[src/rtl/bt_uart_rx_pkg.sv]
// Shared definitions for the Bluetooth command UART: receiver states,
// frame format and the command byte codes the audio controller understands.
package uart_pkg;

    typedef enum logic [2:0] {
        IDLE,
        START,
        DATA,
        STOP,
        BREAK
    } uart_state_t;

    localparam int DATA_BITS = 8;
    localparam int STOP_BITS = 1;

    localparam logic [7:0] CMD_PLAY   = 8'h01;
    localparam logic [7:0] CMD_PAUSE  = 8'h02;
    localparam logic [7:0] CMD_STOP   = 8'h03;
    localparam logic [7:0] CMD_NEXT   = 8'h04;
    localparam logic [7:0] CMD_PREV   = 8'h05;
    localparam logic [7:0] CMD_VOL_UP = 8'h10;
    localparam logic [7:0] CMD_VOL_DN = 8'h11;

endpackage

[src/rtl/bt_uart_rx_if.sv]
// Received-byte stream from the UART receiver to the audio controller.
interface bt_uart_rx_if;

    logic [7:0] o_data;
    logic       o_valid;
    logic       o_frame_err;

    modport master (output o_data, o_valid, o_frame_err);
    modport slave  (input  o_data, o_valid, o_frame_err);

endinterface

[src/rtl/bt_uart_rx_sync_2ff.sv]
// Two-flop synchronizer for a single asynchronous level, with a
// selectable reset value so an idle-high line does not look active.
module sync_2ff #(
    parameter logic RESET_VAL = 1'b1
) (
    input  logic clk,
    input  logic rst_n,
    input  logic d,
    output logic q
);

    logic meta;

    always_ff @(posedge clk or negedge rst_n) begin
        if (!rst_n) begin
            meta <= RESET_VAL;
            q    <= RESET_VAL;
        end else begin
            meta <= d;
            q    <= meta;
        end
    end

endmodule

[src/rtl/bt_uart_rx.sv]
// 8N1 serial receiver: synchronizes the Bluetooth TX line, qualifies the
// start bit at half-bit, samples data mid-bit and strobes good bytes out.
module bt_uart_rx
    import uart_pkg::*;
#(
    parameter int CLK_HZ = 100_000_000,
    parameter int BAUD   = 9600
) (
    input  logic          i_clk,
    input  logic          i_rst_n,
    input  logic          i_data,
    bt_uart_rx_if.master  rx
);

    localparam int CLKS_PER_BIT = CLK_HZ / BAUD;
    localparam int CNT_W        = $clog2(CLKS_PER_BIT);

    localparam logic [CNT_W-1:0] HALF_LAST = CNT_W'(CLKS_PER_BIT / 2 - 1);
    localparam logic [CNT_W-1:0] FULL_LAST = CNT_W'(CLKS_PER_BIT - 1);
    localparam logic [2:0]       BIT_LAST  = 3'(DATA_BITS - 1);

    generate
        if (CLKS_PER_BIT < 4) begin : g_bad_ratio
            $error("bt_uart_rx: CLK_HZ/BAUD must be at least 4");
        end
    endgenerate

    logic             rx_s;
    uart_state_t      state;
    logic [CNT_W-1:0] clk_cnt;
    logic [2:0]       bit_idx;
    logic [7:0]       shreg;

    sync_2ff #(.RESET_VAL(1'b1)) u_sync (
        .clk   (i_clk),
        .rst_n (i_rst_n),
        .d     (i_data),
        .q     (rx_s)
    );

    always_ff @(posedge i_clk or negedge i_rst_n) begin
        if (!i_rst_n) begin
            state          <= IDLE;
            clk_cnt        <= '0;
            bit_idx        <= '0;
            shreg          <= '0;
            rx.o_data      <= '0;
            rx.o_valid     <= 1'b0;
            rx.o_frame_err <= 1'b0;
        end else begin
            rx.o_valid     <= 1'b0;
            rx.o_frame_err <= 1'b0;
            case (state)
                IDLE: begin
                    bit_idx <= '0;
                    clk_cnt <= '0;
                    if (!rx_s) state <= START;
                end
                // Half-bit check: a line that is back high by now was a glitch.
                START: begin
                    if (clk_cnt == HALF_LAST) begin
                        clk_cnt <= '0;
                        state   <= rx_s ? IDLE : DATA;
                    end else begin
                        clk_cnt <= clk_cnt + 1'b1;
                    end
                end
                DATA: begin
                    if (clk_cnt == FULL_LAST) begin
                        clk_cnt        <= '0;
                        shreg[bit_idx] <= rx_s;
                        if (bit_idx == BIT_LAST) state <= STOP;
                        else                     bit_idx <= bit_idx + 3'd1;
                    end else begin
                        clk_cnt <= clk_cnt + 1'b1;
                    end
                end
                STOP: begin
                    if (clk_cnt == FULL_LAST) begin
                        clk_cnt <= '0;
                        if (rx_s) begin
                            rx.o_data  <= shreg;
                            rx.o_valid <= 1'b1;
                            state      <= IDLE;
                        end else begin
                            rx.o_frame_err <= 1'b1;
                            state          <= BREAK;
                        end
                    end else begin
                        clk_cnt <= clk_cnt + 1'b1;
                    end
                end
                // A line held low after a bad stop bit must not start new frames.
                BREAK: begin
                    if (rx_s) state <= IDLE;
                end
                default: state <= IDLE;
            endcase
        end
    end

endmodule

[src/flat_wrapper.sv]
// flat-port wrapper written by rule: the top's interface ports become plain ports
module bt_uart_rx_flat import uart_pkg::*;
#(
    parameter int CLK_HZ = 100_000_000,
    parameter int BAUD   = 9600
)
  (i_clk, i_rst_n, i_data, rx_o_data, rx_o_valid, rx_o_frame_err);
  bt_uart_rx_if rx_i ();
  input  logic i_clk;
  input  logic i_rst_n;
  input  logic i_data;
  output wire logic [$bits(rx_i.o_data)-1:0] rx_o_data;
  output wire logic [$bits(rx_i.o_valid)-1:0] rx_o_valid;
  output wire logic [$bits(rx_i.o_frame_err)-1:0] rx_o_frame_err;
  assign rx_o_data = rx_i.o_data;
  assign rx_o_valid = rx_i.o_valid;
  assign rx_o_frame_err = rx_i.o_frame_err;
  bt_uart_rx #(.CLK_HZ(CLK_HZ), .BAUD(BAUD)) u_core (.i_clk(i_clk), .i_rst_n(i_rst_n), .i_data(i_data), .rx(rx_i));
endmodule
[config.mk]
export PLATFORM = sky130hd
export DESIGN_NAME = bt_uart_rx_flat
export DESIGN_NICKNAME = d
export VERILOG_FILES = /design/src/rtl/bt_uart_rx_pkg.sv /design/src/rtl/bt_uart_rx_if.sv /design/src/rtl/bt_uart_rx_sync_2ff.sv /design/src/rtl/bt_uart_rx.sv /design/src/flat_wrapper.sv
export SDC_FILE = /design/constraint.sdc
export NUM_CORES = 1
export LEC_CHECK = 0
export CAP_MARGIN = 15
export CORE_ASPECT_RATIO = 1.2
export CORE_MARGIN = 1.5
export CORE_UTILIZATION = 55
export DETAILED_ROUTE_END_ITERATION = 10
export HOLD_SLACK_MARGIN = 0.08
export PLACE_DENSITY = 0.76
export SLEW_MARGIN = 15
export SYNTH_ARGS = -nofsm -noshare
export SYNTH_HDL_FRONTEND = slang
export SYNTH_SLANG_ARGS = --single-unit
[constraint.sdc]
create_clock -name i_clk -period 5.55 [get_ports i_clk]
set_clock_uncertainty 0.1 [all_clocks]
set_input_delay 1.11 -clock i_clk [delete_from_list [all_inputs] [get_ports i_clk]]
set_output_delay 1.11 -clock i_clk [all_outputs]
set_load 0.01 [all_outputs]
==> impl_metrics.toml <==
[status]
outcome = "completed"

[critical_path]
arrival_ps = 1200
slowest_delay_ps = 550
worst-path-buf-inv = 1
cp-end-kind = "primary output"
worstSetupStartpointType = "flip-flop"
cp_max_fo = 2
path_cells = "clkdlybuf4s50_1"
r2r_cells = 4
reg2reg_from = "u_core.state[1]"
cp.required_ps = 4340
r2r_end = "u_core.rx.o_data[2]"
cp_top_family = "buffers and inverters"
crit_path_top_delay_cell = "clkdlybuf4s50_1"
rrSetupSlack_ps = 3270
critical_path_class = "flip-flop to primary output"

[finish]
design_area_um2 = 2340
syn_to_final_growth_pct = 9.82
drive_gt1_share_pct = 18.9
nFillCells = 300
fin_nets = 211
diodes = 0

[grt]
grt_pass1_vias = 1563
antenna_found_initial = 0
grt_usage_pct = 23.2
grt_pass1_wl_mm = 7.47
grt_overflow = 0
grt_max_degree = 41

[logic_synthesis]
syn-cell-area_um2 = 2130
yosysMostFrequentCell = "dfrtp_1"
synth-async-reset-ratio_pct = 100
yosysTopAreaCell = "dfrtp_1"
synth_warnings = 0
ys_ff_latch = 40
syn_area_per_cell_um2 = 10.8
synth_nets = 203
synth.top_cell.area_share_pct = 44.7
synthCells = 197
synth_seq_area_share_pct = 47.2
synth_enable_flop_cells = 0
ys_types = 56
synth_common_cells = "38 x dfrtp_1, 24 x nand2_1, 14 x mux2_2, 13 x nor2_1, 10 x nand3_1"
synthTopCellsByArea = "dfrtp_1 45%, mux2_2 7.4%, nand2_1 4.2%"
synth_flop_cell = "dfrtp_1"

[routing]
drt_pass1_iterations = 4
dr_total_vias = 1547
vias_per_cell = 6.00
postRouteAntennaNets = 0
routedWlPerCell_um = 16.8
routed_wl_mm = 4.33
drt_iter0_markers = 145
drc = 0

[sta]
finalSetupTns_ps = 0
final.min_clock_period_ps = 2410
tightestPinTransition_ps = 860
fmax_mhz = 415
drv_slew = 0
hold_violations = 0
setup_viol = 0
rsz0062_at_grt = "no"
max_slew_margin_pct = 42.7
period_share_pct = 43.4

[clock_tree]
cts_setup_buffers = 0
cts.sinks = 40
cts.path.max_buffers = 2
cts_htree_levels = 2
cts_root_buf = "clkbuf_8"
cts.clk_slew.worst_paths_ps = 70
cts_resized = 0
cts_buffers = 5
clk_latency_ps = 300
hold_buffers = 0
tritoncts = "yes"

[worst_hold_path]
min-delay-start = "u_core.u_sync.meta"
hold_end = "u_core.u_sync.q"
hold_class = "flip-flop to flip-flop"
hold_depth = 0

[placed_design]
gp_congestion = 0.884
portBuffers = 12
dpl_cell_area_um2 = 2240
dp_hpwl_mm = 3.06

[floorplan]
initial_core_util_pct = 58.1
die-area_um2 = 4250
die_h_um = 71.1
rows = 24
die_w_um = 59.8
core_area_um2 = 3660
pin_count = 13

[power]
vdd_drop_max_mv = 0.197
p_leak_nw = 1.00
power_density_nw_per_um2 = 217

[flow_run]
maxCapViolCount = 0
==> final cells by class <==
cell class              count  area (um^2)  area share [%]
clock buffers               6         82.6            3.54
repair buffers             12          115            4.93
flip-flops and latches     40         1000            43.0
clock inverters             2         13.8           0.589
well taps                  52         65.1            2.79
multi-input cells         143         1040            44.7
inverters                   3         11.3           0.482
==> placed cells by master (no fill, tap or decap), drive strengths merged, types with 5 or more instances in the layout <==
master	netlist	layout
o21ai	7	7
and3	5	5
nor2	14	14
mux2	16	16
nor3	7	7
nand2	24	24
clkdlybuf4s50	0	11
dfrtp	38	38
a21oi	10	10
clkbuf	6	6
nand3	10	10
==> stage by stage <==
| step | setup WS [ps] | hold WS, ps | power [mW] | instances | utilization [%] |
|---|---|---|---|---|---|
| finish | 3140 | 260 | 0.507 | 258 | 63.8 |
| global route | 3070 | 263 | 0.525 | 258 | 63.8 |
| CTS | 3120 | 262 | 0.511 | 258 | 63.8 |
| detailed placement | 3330 | 251 | 0.307 | 250 | 61.1 |
| global placement | 3400 | 249 | 0.307 | 250 | 61.1 |
| floorplan | 3540 | 245 | 0.300 | 197 | - |
==> worst reg2reg max path, cell delays in order (launching register included) <==
cell and delay, ps:
dfrtp_1 660, nor2b_1 530, nand3_1 210, nor2_4 290
mux2_2 380
==> flip-flops by register name, summed over array words and instances, names as in the netlist <==
register,count
u_core.u_sync.q,1
u_core.rx.o_data,8
u_core.shreg,8
u_core.state,3
u_core.rx.o_valid,1
u_core.rx.o_frame_err,1
u_core.bit_idx,3
u_core.clk_cnt,14
u_core.u_sync.meta,1
==> power breakdown <==
part / switching [mW] / leakage, nW / internal (mW) / total [mW]
Sequential: 0.00144 / 0.537 / 0.293 / 0.294
Clock: 0.105 / 0.0516 / 0.102 / 0.206
Combinational: 0.00555 / 0.414 / 0.00106 / 0.00662
Total: 0.112 / 1.00 / 0.395 / 0.507
==> cell families after synthesis <==
family / count (synthesis) / synth area share, %
buf+inv: 14 / 3.71
simple gates: 82 / 23.1
xor+xnor: 3 / 1.24
flops: 40 / 47.2
mux: 18 / 9.41
fa+ha+maj: 3 / 1.76
compound gates: 37 / 13.6
==> layer usage <==
| layer | GRT usage [%] | part of all wire (%) | routed length (um) | vias up |
|---|---|---|---|---|
| li1 | - | - | - | 736 |
| met1 | 27.3 | 40 | 1710 | 770 |
| met2 | 40.7 | 55 | 2390 | 35 |
| met3 | 4.75 | 3.9 | 167 | 6 |
| met4 | 8.15 | 1.4 | 59 | 0 |
| met5 | 0 | 0 | 0 | - |
==> worst max-delay path by stage <==
stage                              from                   to  cells after the start
global placement      u_core.clk_cnt[0]      u_core.shreg[5]                      6
CTS                 u_core.rx.o_data[7]         rx_o_data[7]                      1
floorplan             u_core.clk_cnt[0]      u_core.shreg[5]                      7
finish              u_core.rx.o_data[7]         rx_o_data[7]                      1
detailed placement      u_core.state[2]  u_core.rx.o_data[7]                      4
global route        u_core.rx.o_data[7]         rx_o_data[7]                      1
Note: power is estimated with default switching activity, not from simulation.
